### src/rtl/button_event_decoder_if.sv
// rtl/button_event_decoder_if.sv - button level/abort inputs and decoded button event outputs
interface button_event_decoder_if;
    logic       btn_level;
    logic       clear;
    logic       press;
    logic       release_pulse;
    logic       long_press;
    logic       repeat_pulse;
    logic       held;
    logic [7:0] rep_count;

    modport master (
        output btn_level, clear,
        input  press, release_pulse, long_press, repeat_pulse, held, rep_count
    );

    modport slave (
        input  btn_level, clear,
        output press, release_pulse, long_press, repeat_pulse, held, rep_count
    );
endinterface

### src/rtl/button_event_decoder.sv
// rtl/button_event_decoder.sv - press/release/long-press/auto-repeat decoder for a debounced button
// Auto-repeat in the LONG state is built only when BUTTON_EVENT_REPEAT_EN is defined.
module button_event_decoder #(
    parameter int LONG_CYCLES   = 50000000,
    parameter int REPEAT_CYCLES = 10000000,
    parameter int CNT_W         = 26
) (
    input  logic                        clk,
    input  logic                        rst,
    button_event_decoder_if.slave       bus
);

    typedef enum logic [1:0] {
        WAIT_LOW = 2'd0,
        IDLE     = 2'd1,
        PRESSED  = 2'd2,
        LONG     = 2'd3
    } state_t;

    localparam logic [CNT_W-1:0] LONG_LAST = CNT_W'(LONG_CYCLES - 1);

    state_t           state;
    logic [CNT_W-1:0] cnt;
    logic             press_q;
    logic             release_q;
    logic             long_q;
    logic             held_q;

`ifdef BUTTON_EVENT_REPEAT_EN
    localparam logic [CNT_W-1:0] REP_LAST = CNT_W'(REPEAT_CYCLES - 1);
    logic       repeat_q;
    logic [7:0] rep_q;
`else
    localparam int unused_repeat_cycles = REPEAT_CYCLES;
`endif

    always_ff @(posedge clk or posedge rst) begin
        if (rst) begin
            state     <= WAIT_LOW;
            cnt       <= '0;
            press_q   <= 1'b0;
            release_q <= 1'b0;
            long_q    <= 1'b0;
            held_q    <= 1'b0;
`ifdef BUTTON_EVENT_REPEAT_EN
            repeat_q  <= 1'b0;
            rep_q     <= 8'd0;
`endif
        end else begin
            press_q   <= 1'b0;
            release_q <= 1'b0;
            long_q    <= 1'b0;
`ifdef BUTTON_EVENT_REPEAT_EN
            repeat_q  <= 1'b0;
`endif
            // An abort re-arms the low-level requirement so a stuck button cannot re-press.
            if (bus.clear) begin
                state  <= WAIT_LOW;
                held_q <= 1'b0;
                cnt    <= '0;
            end else begin
                case (state)
                    WAIT_LOW: begin
                        if (!bus.btn_level) state <= IDLE;
                    end
                    IDLE: begin
                        if (bus.btn_level) begin
                            state   <= PRESSED;
                            press_q <= 1'b1;
                            held_q  <= 1'b1;
                            cnt     <= '0;
`ifdef BUTTON_EVENT_REPEAT_EN
                            rep_q   <= 8'd0;
`endif
                        end
                    end
                    PRESSED: begin
                        if (!bus.btn_level) begin
                            state     <= IDLE;
                            release_q <= 1'b1;
                            held_q    <= 1'b0;
                        end else if (cnt == LONG_LAST) begin
                            state  <= LONG;
                            long_q <= 1'b1;
                            cnt    <= '0;
                        end else begin
                            cnt <= cnt + CNT_W'(1);
                        end
                    end
                    LONG: begin
                        if (!bus.btn_level) begin
                            state     <= IDLE;
                            release_q <= 1'b1;
                            held_q    <= 1'b0;
                        end
`ifdef BUTTON_EVENT_REPEAT_EN
                        else if (cnt == REP_LAST) begin
                            repeat_q <= 1'b1;
                            cnt      <= '0;
                            if (rep_q != 8'hFF) rep_q <= rep_q + 8'd1;
                        end else begin
                            cnt <= cnt + CNT_W'(1);
                        end
`endif
                    end
                    default: state <= WAIT_LOW;
                endcase
            end
        end
    end

    assign bus.press         = press_q;
    assign bus.release_pulse = release_q;
    assign bus.long_press    = long_q;
    assign bus.held          = held_q;
`ifdef BUTTON_EVENT_REPEAT_EN
    assign bus.repeat_pulse  = repeat_q;
    assign bus.rep_count     = rep_q;
`else
    assign bus.repeat_pulse  = 1'b0;
    assign bus.rep_count     = 8'd0;
`endif

endmodule
### src/flat_wrapper.sv
// flat-port wrapper written by rule: the top's interface ports become plain ports
module button_event_decoder_flat 
#(
    parameter int LONG_CYCLES   = 50000000,
    parameter int REPEAT_CYCLES = 10000000,
    parameter int CNT_W         = 26
)
  (clk, rst, bus_btn_level, bus_clear, bus_press, bus_release_pulse, bus_long_press, bus_repeat_pulse, bus_held, bus_rep_count);
  button_event_decoder_if bus_i ();
  input  logic clk;
  input  logic rst;
  input wire logic [$bits(bus_i.btn_level)-1:0] bus_btn_level;
  input wire logic [$bits(bus_i.clear)-1:0] bus_clear;
  output wire logic [$bits(bus_i.press)-1:0] bus_press;
  output wire logic [$bits(bus_i.release_pulse)-1:0] bus_release_pulse;
  output wire logic [$bits(bus_i.long_press)-1:0] bus_long_press;
  output wire logic [$bits(bus_i.repeat_pulse)-1:0] bus_repeat_pulse;
  output wire logic [$bits(bus_i.held)-1:0] bus_held;
  output wire logic [$bits(bus_i.rep_count)-1:0] bus_rep_count;
  assign bus_i.btn_level = bus_btn_level;
  assign bus_i.clear = bus_clear;
  assign bus_press = bus_i.press;
  assign bus_release_pulse = bus_i.release_pulse;
  assign bus_long_press = bus_i.long_press;
  assign bus_repeat_pulse = bus_i.repeat_pulse;
  assign bus_held = bus_i.held;
  assign bus_rep_count = bus_i.rep_count;
  button_event_decoder #(.LONG_CYCLES(LONG_CYCLES), .REPEAT_CYCLES(REPEAT_CYCLES), .CNT_W(CNT_W)) u_core (.clk(clk), .rst(rst), .bus(bus_i));
endmodule
### config.mk
export PLATFORM = sky130hd
export DESIGN_NAME = button_event_decoder_flat
export DESIGN_NICKNAME = d
export VERILOG_FILES = /design/src/rtl/button_event_decoder_if.sv /design/src/rtl/button_event_decoder.sv /design/src/flat_wrapper.sv
export SDC_FILE = /design/constraint.sdc
export NUM_CORES = 1
export LEC_CHECK = 0
export ABC_AREA = 1
export CAP_MARGIN = 25
export CELL_PAD_IN_SITES_DETAIL_PLACEMENT = 1
export CELL_PAD_IN_SITES_GLOBAL_PLACEMENT = 1
export CORE_ASPECT_RATIO = 2
export CORE_MARGIN = 2
export CORE_UTILIZATION = 35
export CTS_CLUSTER_SIZE = 30
export DETAILED_ROUTE_END_ITERATION = 16
export PLACE_DENSITY_LB_ADDON = 0.1
export REMOVE_ABC_BUFFERS = 1
export SETUP_SLACK_MARGIN = 0.5
export SLEW_MARGIN = 5
export SYNTH_ARGS = -nofsm -noshare
export SYNTH_HDL_FRONTEND = slang
export SYNTH_SLANG_ARGS = --single-unit
### constraint.sdc
create_clock -name clk -period 1.8 [get_ports clk]
set_clock_uncertainty 0.05 [all_clocks]
set_input_delay 0.18 -clock clk [delete_from_list [all_inputs] [get_ports clk]]
set_output_delay 0.18 -clock clk [all_outputs]
set_load 0.01 [all_outputs]
==> flow_summary.ini, run 1 <==
[status]
status = complete, no violations

[pwr]
power.leakage_nw = 1.64
swShare_pct = 35.6
p_int_w = 0.00184
seqPwrFrac_pct = 28.4
power_frac_clock_pct = 30.9
switching_power_w = 0.00102
vdd_drop_max_v = 0.000735
combPwrFrac_pct = 40.7
powerDensity_nw_per_um2 = 834
power_w = 0.00286

[job]
cap_violations = 0

[finish]
regArea_um2 = 811
fill_cells = 795
num-nets-final = 417
fin_area_um2 = 3430
antennaDiodeCount = 0
area.growth.synth_to_final_pct = 52.3
multi_input_area_um2 = 1510
drive_gt1_share_pct = 40.6
fin_util_pct = 54.7

[setup_path]
slowest_delay_ns = 0.42
reg2reg_setup_slack_ns = 0.11
cp.required_ns = 1.93
crit_family = simple AND/OR/NAND/NOR gates
worst-path-buf-inv = 1
cp-startpoint = u_core.cnt[0]$_DFFE_PP0P_
endpoint = u_core.cnt[11]$_DFFE_PP0P_
crit_path_start_kind = flip-flop
crit_cells = 11
critPathCaptureType = flip-flop
rr_startpoint = u_core.cnt[0]$_DFFE_PP0P_
reg2reg_to = u_core.cnt[11]$_DFFE_PP0P_
reg2regPathDepth = 11
path_class = flip-flop to flip-flop
path_max_fanout = 6
cpMaxStageDelayCell = dfrtp_1
critical_path_arrival_ns = 1.82
crit_path_cell_trace = ha_4, nand2_4, nor2_4, nand2_2, nor2_2, nand2_2, nand2_4, nand2_8, buf_4, nand2_1, nor2_1

[sta]
setup_violations = 0
finalMaxSlewViolations = 0
max_clock_freq_mhz = 592
period_needed_ns = 1.69
setup_tns_ns = 0
rsz0062_at_grt = yes
fin_crit_sh_pct = 93.9
finalHoldViolations = 0

[route]
viasPerCell = 4.90
wirelength_um = 8650
drt-wirelength-per-cell_um = 17.5
dr.pass1.iters = 4
first_iter_violations = 82
vias = 2424
ant_nets = 0
drc = 0

[clock_tree]
cts-buffers-inserted = 5
clk_pin_slew_worst_paths_ns = 0.06
htreeDepth = 2
cts.sinks = 32
cts_tree = yes
ctsHoldBuffers = 0
clockBufferDepth = 2
root_buffer = clkbuf_16
clkLatencyLatePin_ns = 0.29

[synth]
yosysTopAreaCell = dfrtp_1
synth_xor_xnor_area_share_pct = 1.56
yosys.area_share.adder_pct = 2.78
syn_area_um2 = 2250
ys_seq_area_share_pct = 35.6
yosys_warnings = 0
ys_top_cells_by_area = dfrtp_1 (36%), nand2_1 (14%), nor2_1 (9.5%)
ys_seq_elements = 32
synth_compound_area_share_pct = 3.89
ys_types = 29
synth_top_area_share_pct = 35.6
synthMuxAreaShare_pct = 0
syn_inst = 331
synth.avg_cell_area_um2 = 6.80
synthSimpleGateAreaFrac_pct = 42.4
synth_top_family_by_area = simple AND/OR/NAND/NOR gates

[floorplanning]
core-area_um2 = 6260
die_h_um = 117
rows = 41
dieWidth_um = 60.7
dieArea_um2 = 7120
start_util_pct = 35.9
boundaryPins = 17

[place]
routabilityCongestion = 0.844
post_dp_cell_area_um2 = 2570
io_buffers = 7
hpwl_um = 5870

[grt]
antenna_found_initial = 0
grt-ovfl-total = 0
grt_pass1_wl_um = 12500
grt_max_degree = 33
grt_pass1_vias = 2605
track_usage_pct = 24.1

[worst_hold_path]
hp-class = primary input to asynchronous set/reset pin
## worst min path at each step
stage,to,cells past startpoint,from,slack (ns)
4_1_cts,u_core.cnt[9]$_DFFE_PP0P_,3,rst,0.27
3_3_place_gp,u_core.cnt[1]$_DFFE_PP0P_,2,u_core.cnt[1]$_DFFE_PP0P_,0.45
5_1_grt,u_core.cnt[5]$_DFFE_PP0P_,3,rst,0.32
2_1_floorplan,u_core.bus.held$_DFFE_PP0P_,1,rst,0.25
6_report,u_core.cnt[4]$_DFFE_PP0P_,3,rst,0.24
3_5_place_dp,u_core.cnt[1]$_DFFE_PP0P_,2,u_core.cnt[1]$_DFFE_PP0P_,0.46
## layout by cell type, fill, tap and decap left out, types with 8 or more instances in the layout
| cell type | n |
|---|---|
| inv_1 | 42 |
| nand4_1 | 17 |
| buf_4 | 50 |
| conb_1 | 9 |
| nor2_1 | 41 |
| dfrtp_1 | 24 |
| dfrtp_2 | 8 |
| nor2_4 | 15 |
| nand2_4 | 9 |
| nand2_2 | 8 |
| nand3_1 | 11 |
| nor2_2 | 17 |
| buf_6 | 16 |
| nand2_1 | 72 |
## power groups by stage
stage	logic (W)	registers, W	clock network (W)
after global placement	0.000646	0.000808	0
after CTS	0.000853	0.000800	0.000905
final	0.00116	0.000811	0.000883
after floorplan	0.000334	0.000805	0
after detailed placement	0.000660	0.000810	0
after global routing	0.00125	0.000816	0.000918
## kinds of logic (layout without fill, tap and decap cells)
logic type	after synthesis	in the layout
fa+ha+maj	5	5
other cells	1	9
buf+inv	64	134
compound gates	16	16
flops	32	32
simple gates	209	209
xor+xnor	4	4
## per-layer routing
layer  up-vias  global-route usage, %  share of wire, %
li1       1167                      -                 -
met3        25                   3.31               1.4
met1      1200                   21.6                32
met5         -                      0                 0
met4         0                   14.1               5.5
met2        32                   46.0                61
## what timing repair did
action | 4_1_cts | 5_1_grt
setup endpoints to repair | 34 | 31
gates cloned | 0 | 1
gates resized for setup | 52 | 73
setup buffers | 20 | 18
pin swaps | 13 | 27
## cells in the mapped netlist, drive strengths merged
library cell  count
nand2            91
nor2             73
inv              51
dfrtp            32
nand3            18
nand4            17
buf              12
o21ai            10
nor3              6
ha                5
a31oi             3
xor2              3
a21oi             2
or2               2
a22o              1
clkinv            1
conb              1
nand3b            1
nor3b             1
xnor2             1
## area by class of cell
type,count,area share [%]
multi-input combinational,243,44.0
sequential,32,23.7
timing repair buffer,73,18.1
inverter,52,6.28
clock buffer,6,4.05
tap,86,3.14
timing repair inverter,1,0.475
clock inverter,2,0.292
## sequential cells by signal, summed over array words and instances (netlist names)
name	count
u_core.bus.long_press	1
u_core.state	2
u_core.bus.release_pulse	1
u_core.bus.held	1
u_core.bus.press	1
u_core.cnt	26
## worst reg2reg max path, delay by kind of cell, from the launching register on
family	cells	cell delay [ns]
adders and majority gates	1	0.20
buffers and inverters	1	0.16
DFF	1	0.42
and+or+nand+nor	9	0.76
## stage by stage
step	std cells	hold WS, ns	setup slack (ns)
after floorplan	327	0.246	0.110
after global placement	448	0.450	0.0125
after detailed placement	448	0.463	-0.0516
after CTS	476	0.265	0.157
after global routing	495	0.317	0.0233
final	495	0.241	0.110
Note: power is estimated with default switching activity, not from simulation.
==> inputs of run 2 (changes only) <==
--- a/config.mk
+++ b/config.mk
@@ -14,6 +14,7 @@
 export CORE_UTILIZATION = 35
 export CTS_CLUSTER_SIZE = 30
 export DETAILED_ROUTE_END_ITERATION = 16
+export MAX_ROUTING_LAYER = met4
 export PLACE_DENSITY_LB_ADDON = 0.1
 export REMOVE_ABC_BUFFERS = 1
 export SETUP_SLACK_MARGIN = 0.5
==> run 2 against run 1 <==
Against the previous run:
- sequential share of layout area unchanged
- clock power up 0.6%
- critical path depth unchanged
- first-iteration DRC count down 13%
- sequential power about the same
==> flow_summary.ini, run 2 (synthesized netlist as in run 1, its figures left out) <==
[status]
status = complete, no violations

[sta]
max_clock_freq_mhz = 592
finalHoldViolations = 0
worst_hold_slack_ns = 0.246
fin_crit_sh_pct = 93.8
rsz0062_at_grt = yes
finalMaxSlewViolations = 0
period_needed_ns = 1.69
setup_violations = 0

[clock_tree]
htreeDepth = 2
cts_tree = yes
clockBufferDepth = 2
clkLatencyLatePin_ns = 0.29
root_buffer = clkbuf_16
cts.sinks = 32
cts-buffers-inserted = 5
clk_pin_slew_worst_paths_ns = 0.06
ctsHoldBuffers = 0

[grt]
antenna_found_initial = 0
grt-ovfl-total = 0
grt_pass1_vias = 2607
track_usage_pct = 24.7
grt_max_degree = 33
grt_pass1_wl_um = 12500

[route]
viasPerCell = 4.91
first_iter_violations = 71
ant_nets = 0
drc = 0
drt-wirelength-per-cell_um = 17.5
dr.pass1.iters = 4
vias = 2428
wirelength_um = 8660

[floorplanning]
rows = 41
dieArea_um2 = 7120
core-area_um2 = 6260
dieWidth_um = 60.7
boundaryPins = 17
start_util_pct = 35.9
die_h_um = 117

[finish]
final_common_cell = nand2_1
largest_reg_flops = 26
antennaDiodeCount = 0
drive_gt1_share_pct = 40.6
reg.largest.list = u_core.cnt x26, u_core.state x2
stdcell_count = 495
layout_common_cells = nand2_1 (72), buf_4 (50), inv_1 (42)
largest-register = u_core.cnt
fin_util_pct = 54.7
num-nets-final = 417
area.growth.synth_to_final_pct = 52.3

[setup_path]
path_class = flip-flop to flip-flop
critPathCaptureType = flip-flop
reg2reg_to = u_core.cnt[11]$_DFFE_PP0P_
rr_startpoint = u_core.cnt[0]$_DFFE_PP0P_
reg2regPathDepth = 11
cp.required_ns = 1.93
path_max_fanout = 6
crit_path_start_kind = flip-flop
critical_path_arrival_ns = 1.82
reg2reg_setup_slack_ns = 0.11

[job]
cap_violations = 0

[place]
routabilityCongestion = 0.858
hpwl_um = 5870
dp_cells = 448
io_buffers = 7

[pwr]
vdd_drop_max_v = 0.000742
powerDensity_nw_per_um2 = 836
power_w = 0.00286
power.leakage_nw = 1.64

[worst_hold_path]
hp-class = primary input to asynchronous set/reset pin
## run 2: cell type report
cell class	instances	area, µm²
tap	86	108
clock buffer	6	139
fill	795	2830
sequential	32	811
clock inverter	2	10.0
timing repair inverter	1	16.3
multi-input combinational	243	1510
inverter	52	215
timing repair buffer	73	619
## run 2: critical path: stages, from the launching register on
cell	delay (ns)
dfrtp_1	0.42
ha_4	0.20
nand2_4	0.06
nor2_4	0.10
nand2_2	0.09
nor2_2	0.10
nand2_2	0.11
nand2_4	0.11
nand2_8	0.10
buf_4	0.15
nand2_1	0.05
nor2_1	0.04
## run 2: worst max path at each step
| stage | start | to | slack [ns] | depth (start not counted) |
|---|---|---|---|---|
| finish | u_core.cnt[0]$_DFFE_PP0P_ | u_core.cnt[11]$_DFFE_PP0P_ | 0.11 | 11 |
| global route | u_core.cnt[0]$_DFFE_PP0P_ | u_core.cnt[5]$_DFFE_PP0P_ | 0.02 | 11 |
| CTS | u_core.state[0]$_DFFE_PP0P_ | u_core.cnt[19]$_DFFE_PP0P_ | 0.16 | 11 |
| detailed placement | bus_clear | u_core.cnt[22]$_DFFE_PP0P_ | -0.05 | 10 |
| global placement | bus_clear | u_core.cnt[19]$_DFFE_PP0P_ | 0.01 | 10 |
| floorplan | u_core.state[0]$_DFFE_PP0P_ | u_core.cnt[12]$_DFFE_PP0P_ | 0.11 | 10 |
## run 2: power breakdown
part	switching (W)	internal [W]	total, W
Sequential	0.0000490	0.000761	0.000810
Clock	0.000343	0.000545	0.000888
Combinational	0.000631	0.000533	0.00116
Total	0.00102	0.00184	0.00286
## run 2: timing repair
action | CTS | global route
resized for setup | 52 | 73
endpoints found under the setup margin | 34 | 31
setup buffers | 20 | 18
pin swaps | 13 | 27
gates cloned | 0 | 1
## run 2: stage by stage
stage / TNS [ns] / setup slack, ns / instance area (µm²)
after floorplan: 0 / 0.110 / 2180
after global placement: 0 / 0.0125 / 2570
after detailed placement: -0.165 / -0.0516 / 2570
after CTS: 0 / 0.157 / 3010
after global routing: 0 / 0.0234 / 3430
final: 0 / 0.112 / 3430
## run 2: layer usage
layer / GRT usage [%] / part of all wire [%] / vias up
li1: - / - / 1167
met1: 21.6 / 32 / 1183
met2: 46.0 / 61 / 49
met3: 3.31 / 2.0 / 29
met4: 14.1 / 5.6 / 0
met5: - / 0 / -
==> inputs of run 3 (changes only) <==
--- a/config.mk
+++ b/config.mk
@@ -14,11 +14,11 @@
 export CORE_UTILIZATION = 35
 export CTS_CLUSTER_SIZE = 30
 export DETAILED_ROUTE_END_ITERATION = 16
+export DONT_BUFFER_PORTS = 1
 export MAX_ROUTING_LAYER = met4
 export PLACE_DENSITY_LB_ADDON = 0.1
 export REMOVE_ABC_BUFFERS = 1
 export SETUP_SLACK_MARGIN = 0.5
-export SLEW_MARGIN = 5
 export SYNTH_ARGS = -nofsm -noshare
 export SYNTH_HDL_FRONTEND = slang
 export SYNTH_SLANG_ARGS = --single-unit
==> constraint.sdc (replaced) <==
create_clock -name clk -period 1.48 [get_ports clk]
set_clock_uncertainty 0.05 [all_clocks]
set_input_delay 0.148 -clock clk [delete_from_list [all_inputs] [get_ports clk]]
set_output_delay 0.148 -clock clk [all_outputs]
set_load 0.01 [all_outputs]
==> run 3 against run 2 <==
Against the previous run:
- the flow now finishes with violations (negative setup slack)
- largest cell class unchanged
- non-clock buffer count is 25 higher
- sequential share of layout area is 1.6 points lower
- first-iteration DRC count up 25%
==> flow_summary.ini, run 3 (synthesized netlist as in run 1, its figures left out) <==
[sta]
max_clock_freq_mhz = 575
fin_crit_sh_pct = 117
setup_violations = 29
period_needed_ns = 1.74
finalMaxSlewViolations = 0
rsz0062_at_grt = yes
worst_hold_slack_ns = 0.0281
finalHoldViolations = 0
finalWorstSetupSlack_ns = -0.258

[clock_tree]
clkLatencyLatePin_ns = 0.29
htreeDepth = 2
clockBufferDepth = 2
clk_pin_slew_worst_paths_ns = 0.06
root_buffer = clkbuf_16
cts-buffers-inserted = 5
cts.sinks = 32
cts_tree = yes

[route]
drc = 0
drt-wirelength-per-cell_um = 18.8
wirelength_um = 9800
vias = 2578
dr.pass1.iters = 4
first_iter_violations = 89
ant_nets = 0
viasPerCell = 4.96

[grt]
grt_pass1_vias = 2742
grt_max_degree = 33
grt-ovfl-total = 0
antenna_found_initial = 0
grt_pass1_wl_um = 13900
track_usage_pct = 27.8

[place]
routabilityCongestion = 0.858
hpwl_um = 6680
post_dp_cell_area_um2 = 2850
dp_cells = 486
io_buffers = 0

[finish]
reg.largest.list = u_core.cnt x26, u_core.state x2
fill_cells = 757
fin_util_pct = 58.1
layout_common_cells = buf_4 (81), nand2_1 (62), inv_1 (44)
num-nets-final = 442
stdcell_count = 520
drive_gt1_share_pct = 44.9
antennaDiodeCount = 0
largest-register = u_core.cnt
regArea_um2 = 803
multi_input_area_um2 = 1490
fin_area_um2 = 3640
final_common_cell = buf_4
largest_reg_flops = 26
area.growth.synth_to_final_pct = 61.7

[setup_path]
critical_path_arrival_ns = 1.86
crit_path_cell_trace = inv_2, nand2_1, nor2_4, nand2_2, nor2_2, nand2_2, nand2_4, nand2_8, buf_6, nand2_2, nor2_2
reg2reg_setup_slack_ns = -0.26
critPathCaptureType = flip-flop
reg2regPathDepth = 11
crit_family = simple AND/OR/NAND/NOR gates
crit_path_start_kind = flip-flop
path_max_fanout = 5
slowest_delay_ns = 0.41
reg2reg_to = u_core.cnt[11]$_DFFE_PP0P_
cpMostUsedCell = nand2_2
cp.required_ns = 1.61
path_class = flip-flop to flip-flop
cpMaxStageDelayCell = dfrtp_1
worst-path-buf-inv = 2
rr_startpoint = u_core.cnt[16]$_DFFE_PP0P_

[pwr]
power_w = 0.00376
power.leakage_nw = 1.77
vdd_drop_max_v = 0.000950
powerDensity_nw_per_um2 = 1030

[floorplanning]
start_util_pct = 35.9
rows = 41
core-area_um2 = 6260
dieWidth_um = 60.7
boundaryPins = 17
dieArea_um2 = 7120
die_h_um = 117

[job]
cap_violations = 0

[status]
status = finished with violations
violations = negative setup slack

[worst_hold_path]
min_from = bus_clear
hp-class = primary input to flip-flop
hold_end = u_core.cnt[7]$_DFFE_PP0P_
hold_depth = 3
## run 3: cell count changes in the layout (fill, tap and decap cells not counted), moves of 5 or more
cell | before | now
nand2_2 | 8 | 20
buf_4 | 50 | 81
buf_6 | 16 | 11
dlygate4sd2_1 | 5 | 0
dfrtp_2 | 8 | 2
dfrtp_1 | 24 | 30
nand2_1 | 72 | 62
## run 3: worst min-delay path, stage by stage
cell and delay [ns]:
inv_2 0.04, nand4_1 0.09, nand2_1 0.05
## run 3: how the worst max path moves through the flow
stage | start | endpoint | slack (ns) | cells past startpoint
2_1_floorplan | u_core.state[0]$_DFFE_PP0P_ | u_core.cnt[12]$_DFFE_PP0P_ | -0.21 | 10
3_3_place_gp | u_core.state[1]$_DFFE_PP0P_ | u_core.cnt[13]$_DFFE_PP0P_ | -0.28 | 11
3_5_place_dp | u_core.state[1]$_DFFE_PP0P_ | u_core.cnt[13]$_DFFE_PP0P_ | -0.35 | 11
4_1_cts | u_core.state[1]$_DFFE_PP0P_ | u_core.cnt[18]$_DFFE_PP0P_ | -0.21 | 11
5_1_grt | u_core.cnt[7]$_DFFE_PP0P_ | u_core.cnt[23]$_DFFE_PP0P_ | -0.32 | 11
6_report | u_core.cnt[16]$_DFFE_PP0P_ | u_core.cnt[11]$_DFFE_PP0P_ | -0.26 | 11
## run 3: per-layer routing
layer / wire length (µm) / vias to the layer above / track usage (%)
met5: 0 / - / -
li1: - / 1218 / -
met1: 3000 / 1250 / 25.2
met2: 5790 / 68 / 51.5
met4: 748 / 0 / 14.9
met3: 258 / 42 / 3.31
## run 3: timing repair
action / CTS / global route
hold buffers: 2 / 0
buffers inserted: 12 / 11
pin swaps: 16 / 24
resized for setup: 68 / 45
endpoints found under the hold margin: 33 / 0
endpoints found under the setup margin: 32 / 32
cloned: 1 / 0
## run 3: cell type report
class | count | share of cell area, %
clock inverters | 1 | 0.826
well taps | 86 | 2.96
multi-input cells | 243 | 40.8
flip-flops and latches | 32 | 22.1
inverters | 52 | 6.05
repair buffers | 98 | 22.6
clock buffers | 7 | 4.20
repair inverters | 1 | 0.447
## run 3: where the power goes
part / internal (W) / switching [W]
combinational: 0.000673 / 0.000790
clock: 0.000887 / 0.000413
sequential: 0.000926 / 0.0000704
total: 0.00249 / 0.00127
## run 3: stage by stage
step,setup WS (ns),setup TNS (ns)
6_report,-0.258,-6.13
5_1_grt,-0.319,-7.95
4_1_cts,-0.210,-3.96
3_5_place_dp,-0.347,-7.10
3_3_place_gp,-0.280,-5.13
2_1_floorplan,-0.210,-2.80
